File: config.mk
export PLATFORM = sky130hd
export DESIGN_NAME = mem_load_store
export DESIGN_NICKNAME = d
export VERILOG_FILES = /design/src/rtl/mem_load_store_pkg.sv /design/src/rtl/mem_load_store_align.sv /design/src/rtl/mem_load_store.sv
export SDC_FILE = /design/constraint.sdc
export NUM_CORES = 1
export LEC_CHECK = 0
export CAP_MARGIN = 20
export CORE_MARGIN = 2
export CORE_UTILIZATION = 40
export DETAILED_ROUTE_END_ITERATION = 8
export HOLD_SLACK_MARGIN = 0.1
export PLACE_DENSITY = 0.86
export SKIP_CTS_REPAIR_TIMING = 1
export SLEW_MARGIN = 20
export SYNTH_ARGS = -nofsm -noshare
export SYNTH_HDL_FRONTEND = slang
export SYNTH_HIERARCHICAL = 1
export SYNTH_SLANG_ARGS = --single-unit
File: constraint.sdc
create_clock -name clk -period 2.05 [get_ports clk]
set_input_delay 0.3075 -clock clk [delete_from_list [all_inputs] [get_ports clk]]
set_output_delay 0.3075 -clock clk [all_outputs]
set_load 0.1 [all_outputs]
File: src/rtl/mem_load_store_pkg.sv
// Shared CPU pipeline types and helpers for the memory-access stage.
package mem_load_store_pkg;

  localparam int DATA_W = 32;
  localparam int REG_W  = 5;

  typedef enum logic [3:0] {
    MEM_NONE = 4'd0,
    MEM_LB   = 4'd1,
    MEM_LBU  = 4'd2,
    MEM_LH   = 4'd3,
    MEM_LHU  = 4'd4,
    MEM_LW   = 4'd5,
    MEM_SB   = 4'd6,
    MEM_SH   = 4'd7,
    MEM_SW   = 4'd8
  } mem_op_t;

  function automatic logic op_is_load(input mem_op_t op);
    return (op == MEM_LB) || (op == MEM_LBU) || (op == MEM_LH) ||
           (op == MEM_LHU) || (op == MEM_LW);
  endfunction

  function automatic logic op_is_store(input mem_op_t op);
    return (op == MEM_SB) || (op == MEM_SH) || (op == MEM_SW);
  endfunction

  // Halfword ops need an even address, word ops a 4-byte aligned one.
  function automatic logic op_misaligned(input mem_op_t op, input logic [1:0] lo);
    case (op)
      MEM_LH, MEM_LHU, MEM_SH: return lo[0];
      MEM_LW, MEM_SW:          return |lo;
      default:                 return 1'b0;
    endcase
  endfunction

  function automatic logic [3:0] op_byte_en(input mem_op_t op, input logic [1:0] lo);
    case (op)
      MEM_LB, MEM_LBU, MEM_SB: return 4'b0001 << lo;
      MEM_LH, MEM_LHU, MEM_SH: return lo[1] ? 4'b1100 : 4'b0011;
      MEM_LW, MEM_SW:          return 4'b1111;
      default:                 return 4'b0000;
    endcase
  endfunction

endpackage

File: src/rtl/mem_load_store_align.sv
// Little-endian lane extraction and sign/zero extension of load data.
module mem_load_align
  import mem_load_store_pkg::*;
(
  input  mem_op_t             op,
  input  logic [1:0]          addr_lo,
  input  logic [DATA_W-1:0]   rdata,
  output logic [DATA_W-1:0]   ext
);

  logic [7:0]  byte_sel;
  logic [15:0] half_sel;

  function automatic logic [DATA_W-1:0] sext8(input logic signed [7:0] b);
    return 32'(b);
  endfunction

  function automatic logic [DATA_W-1:0] sext16(input logic signed [15:0] h);
    return 32'(h);
  endfunction

  // Select the addressed lane and extend it according to the load type.
  always_comb begin
    byte_sel = rdata[{addr_lo, 3'b000} +: 8];
    half_sel = addr_lo[1] ? rdata[31:16] : rdata[15:0];
    case (op)
      MEM_LB:  ext = sext8(byte_sel);
      MEM_LBU: ext = {24'h0, byte_sel};
      MEM_LH:  ext = sext16(half_sel);
      MEM_LHU: ext = {16'h0, half_sel};
      default: ext = rdata;
    endcase
  end

endmodule

File: src/rtl/mem_load_store.sv
// Memory-access stage: bus request/grant/response for loads and stores,
// load alignment, and the registered MEM/WB payload.
module mem_load_store
  import mem_load_store_pkg::*;
(
  input  logic              clk,
  input  logic              rst,
  input  logic              ex_valid,
  input  logic [31:0]       ex_result,
  input  logic [31:0]       ex_store_data,
  input  mem_op_t           ex_mem_op,
  input  logic [31:0]       ex_pc_address,
  input  logic [4:0]        ex_reg_dest,
  input  logic              ex_write_en,
  input  logic              ex_branch_link,
  output logic              mem_stall,
  output logic              data_req,
  output logic              data_we,
  output logic [31:0]       data_addr,
  output logic [3:0]        data_be,
  output logic [31:0]       data_wdata,
  input  logic              data_gnt,
  input  logic              data_rvalid,
  input  logic [31:0]       data_rdata,
  output logic [31:0]       result,
  output logic [31:0]       pc_address,
  output logic [4:0]        reg_dest,
  output logic              write_en,
  output logic              branch_link,
  output logic              addr_err,
  output logic [31:0]       bad_vaddr
);

  typedef enum logic [1:0] {ST_IDLE, ST_REQ, ST_WAIT} state_t;

  state_t            state_p0;
  state_t            state_nxt;
  logic              is_ld;
  logic              is_st;
  logic              is_mem;
  logic              misal;
  logic              start;
  logic [31:0]       load_ext;

  mem_load_align u_align (
    .op      (ex_mem_op),
    .addr_lo (ex_result[1:0]),
    .rdata   (data_rdata),
    .ext     (load_ext)
  );

  // Decode the held execute-stage op; a request may only start from IDLE.
  always_comb begin
    is_ld  = op_is_load(ex_mem_op);
    is_st  = op_is_store(ex_mem_op);
    is_mem = is_ld || is_st;
    misal  = is_mem && op_misaligned(ex_mem_op, ex_result[1:0]);
    start  = rst && (state_p0 == ST_IDLE) && ex_valid && is_mem && !misal;
  end

  // Bus fields are always derived from the held ex_* inputs.
  always_comb begin
    data_addr = {ex_result[31:2], 2'b00};
    data_we   = is_st;
    data_be   = op_byte_en(ex_mem_op, ex_result[1:0]);
    case (ex_mem_op)
      MEM_SB:  data_wdata = {4{ex_store_data[7:0]}};
      MEM_SH:  data_wdata = {2{ex_store_data[15:0]}};
      default: data_wdata = ex_store_data;
    endcase
  end

  // Next-state, request and stall; both forced low while reset is held.
  always_comb begin
    state_nxt = state_p0;
    data_req  = 1'b0;
    mem_stall = 1'b0;
    case (state_p0)
      ST_IDLE: begin
        if (start) begin
          data_req  = 1'b1;
          mem_stall = 1'b1;
          state_nxt = data_gnt ? ST_WAIT : ST_REQ;
        end
      end
      ST_REQ: begin
        data_req  = 1'b1;
        mem_stall = 1'b1;
        if (data_gnt) state_nxt = ST_WAIT;
      end
      ST_WAIT: begin
        if (data_rvalid) state_nxt = ST_IDLE;
        else             mem_stall = 1'b1;
      end
      default: state_nxt = ST_IDLE;
    endcase
    if (!rst) begin
      data_req  = 1'b0;
      mem_stall = 1'b0;
    end
  end

  // FSM state register.
  always_ff @(posedge clk or negedge rst) begin
    if (!rst) state_p0 <= ST_IDLE;
    else      state_p0 <= state_nxt;
  end

  // MEM/WB payload register: pass-through, load/store completion, bubble or error.
  always_ff @(posedge clk or negedge rst) begin
    if (!rst) begin
      result      <= '0;
      pc_address  <= '0;
      reg_dest    <= '0;
      write_en    <= 1'b0;
      branch_link <= 1'b0;
      addr_err    <= 1'b0;
      bad_vaddr   <= '0;
    end else begin
      addr_err <= 1'b0;
      if ((state_p0 == ST_IDLE) && ex_valid && misal) begin
        result      <= '0;
        pc_address  <= '0;
        reg_dest    <= '0;
        write_en    <= 1'b0;
        branch_link <= 1'b0;
        addr_err    <= 1'b1;
        bad_vaddr   <= ex_result;
      end else if ((state_p0 == ST_IDLE) && ex_valid && !is_mem) begin
        result      <= ex_result;
        pc_address  <= ex_pc_address;
        reg_dest    <= ex_reg_dest;
        write_en    <= ex_write_en;
        branch_link <= ex_branch_link;
      end else if ((state_p0 == ST_WAIT) && data_rvalid) begin
        result      <= is_ld ? load_ext : ex_result;
        pc_address  <= ex_pc_address;
        reg_dest    <= ex_reg_dest;
        write_en    <= ex_write_en && !is_st;
        branch_link <= ex_branch_link;
      end else begin
        result      <= '0;
        pc_address  <= '0;
        reg_dest    <= '0;
        write_en    <= 1'b0;
        branch_link <= 1'b0;
      end
    end
  end

endmodule

==> results.sh, run 1 <==
export IMPL_outcome="finished clean"
export IMPL_groute_usage_overall_pct=25.27
export IMPL_path_max_fanout=5
export IMPL_fin_nets=994
export IMPL_layout_commonest_cell="buf_4"
export IMPL_start_kind="flop"
export IMPL_portBuffers=316
export IMPL_dr_wl_met2_mm=10.66
export IMPL_placed_cell_area_um2=9846
export IMPL_ys_warn_count=6
export IMPL_ys_seq_area_share_pct=45.56
export IMPL_syn_area_um2=5822
export IMPL_maxCapViolCount=0
export IMPL_via_per_inst=5.106
export IMPL_clkSlewWorstSetupHoldPaths_ns=0.07
export IMPL_drv_slew=0
export IMPL_multi_input_area_um2=2889
export IMPL_ys_types=50
export IMPL_ys_async_sr_fraction_pct=100.0
export IMPL_root_buffer="clkbuf_16"
export IMPL_slew_headroom_pct=64.58
export IMPL_cts_tree="done"
export IMPL_ys_flop_type="dfrtp_1"
export IMPL_maxUsedRoutingLayer="met4"
export IMPL_ys_ff_latch=106
export IMPL_worstSetupEndpointType="output pin"
export IMPL_grt_overflow_total=0
export IMPL_synth_edf_count=0
export IMPL_cts_buffer_depth=2
export IMPL_grt_pass1_wl_mm=30.67
export IMPL_fin_tns_setup_ns=0
export IMPL_clock_fmax_mhz=496.3
export IMPL_cts_buffers_inserted=9
export IMPL_worstPathRequired_ns=1.74
export IMPL_cts_sinks=106
export IMPL_holdCritPathClass="primary input to async pin"
export IMPL_drcViolationCount=0
export IMPL_clk_latency_ns=0.35
export IMPL_final_period_utilization_pct=98.28
export IMPL_grt_max_degree=96
export IMPL_synthCells=531
export IMPL_rows=44
export IMPL_vias=5305
export IMPL_final_area_um2=10320
export IMPL_peakVddDrop_mv=1.289
export IMPL_antenna_found_initial=0
export IMPL_coreArea_um2=14370
export IMPL_met1_length_mm=8.078
export IMPL_dr_wl_met3_mm=1.264
export IMPL_total_power_mw=10.16
export IMPL_post_drt_wl_per_cell_um=19.58
export IMPL_die_w_um=124.6
export IMPL_grt_pass1_vias=5397
export IMPL_cellPowerDensity_nw_per_um2=984.4
export IMPL_critical_path_class="flop to output pin"
export IMPL_start_util_pct=40.52
export IMPL_drtIter0Drc=314
export IMPL_period_needed_ns=2.015
export IMPL_regArea_um2=2654
export IMPL_tightest_slew_ns=0.5296
export IMPL_syn_to_final_growth_pct=77.24
export IMPL_antenna_cells=0
export IMPL_die_h_um=124.6
export IMPL_dr_pass1_iters=4
export IMPL_critPathArrivalTime_ns=1.71
export IMPL_finalWeightedCongestion=0.8439
export IMPL_wirelength_mm=20.35
export IMPL_final_hold_violation_count=0
export IMPL_hpwl_mm=15.55
export IMPL_fillCellCount=989
export IMPL_htree_levels=3
export IMPL_final_antenna_net_count=0
export IMPL_utilization_pct=71.81
export IMPL_layout_common_cells="buf_4 (155), clkdlybuf4s50_1 (136), dfrtp_1 (105)"
export IMPL_setup_viol=0
export IMPL_drive_above_1_share_pct=41.05
export IMPL_leakagePower_nw=4.869
export IMPL_synth_avg_cell_area_um2=10.96
export IMPL_rsz0062_at_grt="yes"
export IMPL_dieArea_um2=15540
export IMPL_pin_count=319
export IMPL_fin_skew_ns=0.004764
kinds of logic (layout without fill, tap and decap cells):
| group | Yosys count | in the layout | share of synthesized area (%) |
|---|---|---|---|
| AO/OA/AOI/OAI | 105 | 105 | 12.25 |
| XOR/XNOR | 1 | 1 | 0.1505 |
| other | 1 | 2 | 0.06441 |
| AND/OR/NAND/NOR | 159 | 159 | 13.75 |
| multiplexers | 78 | 78 | 18.33 |
| flip-flops | 106 | 106 | 45.56 |
| adder cells (fa/ha/maj) | 1 | 1 | 0.1719 |
| buffers and inverters | 80 | 403 | 9.714 |
per-stage QoR:
step | setup slack, ns | hold WS (ns) | std cells
finish | 0.03527 | 0.09690 | 1039
global route | -0.02591 | 0.1191 | 1039
CTS | -0.3240 | -0.1862 | 1034
detailed placement | -0.3508 | 0.1896 | 1018
global placement | -0.3007 | 0.1912 | 1018
floorplan | -0.1906 | 0.01191 | 532
report_power, final:
part	internal, mW	switching [mW]	leakage, nW	total (mW)
clock	0.887	0.842	0.144	1.73
combinational	1.64	4.15	3.34	5.80
sequential	2.44	0.190	1.39	2.63
total	4.97	5.18	4.87	10.2
critical path, cell delays in order (launching register included):
cell and delay, ns:
dfrtp_2 0.45, nand3b_1 0.33, o31ai_4 0.36, buf_12 0.21
layout make-up:
cell class	instances	share of cell area [%]
Clock inverter	6	0.5457
Sequential cell	106	25.72
Tap cell	184	2.231
Inverter	6	0.2183
Timing Repair Buffer	381	40.97
Clock buffer	10	2.316
Multi-Input combinational cell	346	28.00
worst paths after layout:
path	depth (start not counted)	slack, ns	endpoint	start
setup / recovery	3	0.04	data_req	state_p0[1]$_DFFE_PN0P_
hold / removal	2	0.1	result[0]$_DFF_PN0_	rst
setup reg to reg	6	0.20	bad_vaddr[31]$_DFFE_PN0P_	state_p0[1]$_DFFE_PN0P_
hold reg to reg	1	0.52	bad_vaddr[14]$_DFFE_PN0P_	bad_vaddr[14]$_DFFE_PN0P_
max in group asynchronous	2	1.11	state_p0[1]$_DFFE_PN0P_	rst
min in group clk	2	0.50	pc_address[6]$_DFF_PN0_	ex_pc_address[6]
flip-flops by register name, summed over array words and instances, names as in the netlist:
| signal | flops |
|---|---|
| bad_vaddr | 32 |
| state_p0 | 2 |
| branch_link | 1 |
| addr_err | 1 |
| result | 32 |
| pc_address | 32 |
| reg_dest | 5 |
| write_en | 1 |
synthesized netlist by cell type, drive strengths merged (2+ instances only):
cell type / n / area (um^2)
o211ai: 8 / 60.06
and2: 2 / 12.51
a211o: 2 / 17.52
nand2: 88 / 332.8
nor2: 4 / 17.52
nand3: 9 / 50.05
o41ai: 2 / 17.52
nor2b: 40 / 250.2
nand3b: 4 / 30.03
a211oi: 2 / 15.01
o31ai: 4 / 35.03
mux4: 7 / 180.2
dfrtp: 106 / 2653
clkbuf: 12 / 45.04
a21o: 18 / 135.1
mux2: 54 / 716.9
mux2i: 17 / 170.2
buf: 62 / 498.0
a221o: 6 / 60.06
a21oi: 39 / 195.2
nor3b: 5 / 42.54
o21ai: 16 / 80.07
a2bb2oi: 3 / 26.28
inv: 6 / 22.52
per-layer routing:
layer	vias up	GRT usage, %
met5	-	0
met4	0	6.147
met3	29	5.112
met2	207	44.55
met1	2629	31.84
li1	2440	-
(Power assumes the default switching activity.)
==> run 2: changes to the inputs <==
--- a/config.mk
+++ b/config.mk
@@ -7,10 +7,10 @@
 export LEC_CHECK = 0
 export CAP_MARGIN = 20
 export CORE_MARGIN = 2
-export CORE_UTILIZATION = 40
+export CORE_UTILIZATION = 29
 export DETAILED_ROUTE_END_ITERATION = 8
 export HOLD_SLACK_MARGIN = 0.1
-export PLACE_DENSITY = 0.86
+export PLACE_DENSITY = 0.67
 export SKIP_CTS_REPAIR_TIMING = 1
 export SLEW_MARGIN = 20
 export SYNTH_ARGS = -nofsm -noshare
==> run 2 against run 1 <==
Net effect: worst setup slack improved by 0.035 ns; global-route usage fell by 6.3 points; combinational power is 0.9% lower; sequential cell count is the same; clock skew up 0.0024 ns; largest power group unchanged; critical endpoint is now mem_stall; utilization down 19 points; register-to-register slack gained 0.02 ns; hold slack improved by 0.040 ns; first-iteration DRC count decreased by 35%.
==> results.sh, run 2 (same netlist as run 1, synthesis figures left out) <==
export IMPL_via_per_inst=4.599
export IMPL_clk_latency_ns=0.35
export IMPL_drive_above_1_share_pct=40.26
export IMPL_syn_to_final_growth_pct=76.85
export IMPL_cts_buffer_depth=2
export IMPL_worstSetupEndpointType="output pin"
export IMPL_start_util_pct=29.72
export IMPL_die_w_um=145.7
export IMPL_start_kind="flop"
export IMPL_finalWeightedCongestion=0.8369
export IMPL_final_period_utilization_pct=96.58
export IMPL_die_h_um=145.7
export IMPL_cts_sinks=106
export IMPL_root_buffer="clkbuf_16"
export IMPL_internal_power_mw=4.934
export IMPL_critical_path_class="flop to output pin"
export IMPL_cellPowerDensity_nw_per_um2=977.4
export IMPL_fin_skew_ns=0.007139
export IMPL_placed_cell_area_um2=9927
export IMPL_dr_pass1_iters=4
export IMPL_tightest_slew_ns=0.6554
export IMPL_critPathArrivalTime_ns=1.67
export IMPL_peakVddDrop_mv=0.7292
export IMPL_final_hold_violation_count=0
export IMPL_power_frac_seq_pct=26.1
export IMPL_cts_buffers_inserted=9
export IMPL_clkSlewWorstSetupHoldPaths_ns=0.07
export IMPL_period_needed_ns=1.980
export IMPL_coreArea_um2=19590
export IMPL_final_area_um2=10300
export IMPL_cts_tree="done"
export IMPL_drcViolationCount=0
export IMPL_post_drt_wl_per_cell_um=18.13
export IMPL_pin_count=319
export IMPL_slew_headroom_pct=56.31
export IMPL_total_power_mw=10.06
export IMPL_worstPathRequired_ns=1.74
export IMPL_clkPwrFrac_pct=16.8
export IMPL_utilization_pct=52.56
export IMPL_grt_overflow_total=0
export IMPL_leakagePower_nw=4.826
export IMPL_holdCritPathClass="primary input to async pin"
export IMPL_grt_max_degree=60
export IMPL_antenna_cells=0
export IMPL_final_antenna_net_count=0
export IMPL_vias=5137
export IMPL_portBuffers=316
export IMPL_wirelength_mm=20.26
export IMPL_drtIter0Drc=204
export IMPL_combPwrFrac_pct=57.1
export IMPL_layout_common_cells="buf_4 (155), clkdlybuf4s50_1 (136), dfrtp_1 (106)"
export IMPL_dieArea_um2=21220
export IMPL_place_inst=1097
export IMPL_maxCapViolCount=0
export IMPL_antenna_found_initial=0
export IMPL_fin_nets=991
export IMPL_outcome="finished clean"
export IMPL_drv_slew=0
export IMPL_grt_pass1_wl_mm=31.42
export IMPL_power_switching_mw=5.130
export IMPL_groute_usage_overall_pct=19.01
export IMPL_stdcell_count=1117
export IMPL_hpwl_mm=15.83
export IMPL_rows=51
export IMPL_clock_fmax_mhz=505.1
export IMPL_path_max_fanout=5
export IMPL_layout_commonest_cell="buf_4"
export IMPL_reg_top3="bad_vaddr (32), pc_address (32), result (32)"
export IMPL_setup_viol=0
export IMPL_swShare_pct=50.97
export IMPL_grt_pass1_vias=5285
export IMPL_htree_levels=3
-- run 2: changes by cell type in the layout (fill, tap and decap cells not counted), moves of 2 or more --
| cell | previous run | this run |
|---|---|---|
| buf_6 | 5 | 2 |
| dlymetal6s2s_1 | 6 | 4 |
| mux2i_1 | 11 | 17 |
| mux2i_2 | 4 | 0 |
| mux2i_4 | 2 | 0 |
-- run 2: final timing paths --
check                                     startpoint                         to  slack [ns]  cells past startpoint
max reg2reg                  state_p0[1]$_DFFE_PN0P_  bad_vaddr[31]$_DFFE_PN0P_        0.22                      6
min in group clk                        ex_result[1]   bad_vaddr[1]$_DFFE_PN0P_        0.31                      2
min reg2reg                bad_vaddr[31]$_DFFE_PN0P_  bad_vaddr[31]$_DFFE_PN0P_        0.51                      1
max in group asynchronous                        rst  bad_vaddr[24]$_DFFE_PN0P_        1.07                      3
max                          state_p0[1]$_DFFE_PN0P_                  mem_stall        0.07                      3
min                                              rst       result[27]$_DFF_PN0_        0.14                      2
-- run 2: metrics by stage --
stage          setup TNS [ns]  hold WS [ns]  worst slack [ns]
2_1_floorplan         -0.8588       0.01191           -0.1906
3_3_place_gp           -35.35        0.3391           -0.3999
3_5_place_dp           -38.05        0.3427           -0.3657
4_1_cts                -8.210      -0.04332           -0.3489
5_1_grt             -0.004332        0.1795         -0.004332
6_report                    0        0.1370           0.07015
-- run 2: critical path, cell delays in order (launching register included) --
cell and delay (ns):
dfrtp_1 0.44, nand3b_1 0.33, o31ai_4 0.33, buf_12 0.21
-- run 2: cell type report --
| cell class | count | area [um^2] |
|---|---|---|
| Timing Repair Buffer | 378 | 4179 |
| Sequential cell | 106 | 2653 |
| Tap cell | 265 | 331.6 |
| Fill cell | 1727 | 9294 |
| Clock inverter | 6 | 48.80 |
| Multi-Input combinational cell | 346 | 2823 |
| Inverter | 6 | 22.52 |
| Clock buffer | 10 | 239.0 |
-- run 2: power by group through the flow --
stage	logic, mW	registers [mW]	clock network, mW
after floorplan	1.55	5.23	0
after global placement	5.73	2.65	0
after detailed placement	5.77	2.66	0
after CTS	5.78	2.63	1.75
after global routing	5.92	2.67	1.82
final	5.75	2.62	1.69
-- run 2: per-layer routing --
layer | part of all wire, % | track usage (%)
met1 | 43 | 24.94
met5 | 0 | 0
met4 | 1.9 | 4.951
met2 | 50 | 31.75
met3 | 5.8 | 4.326
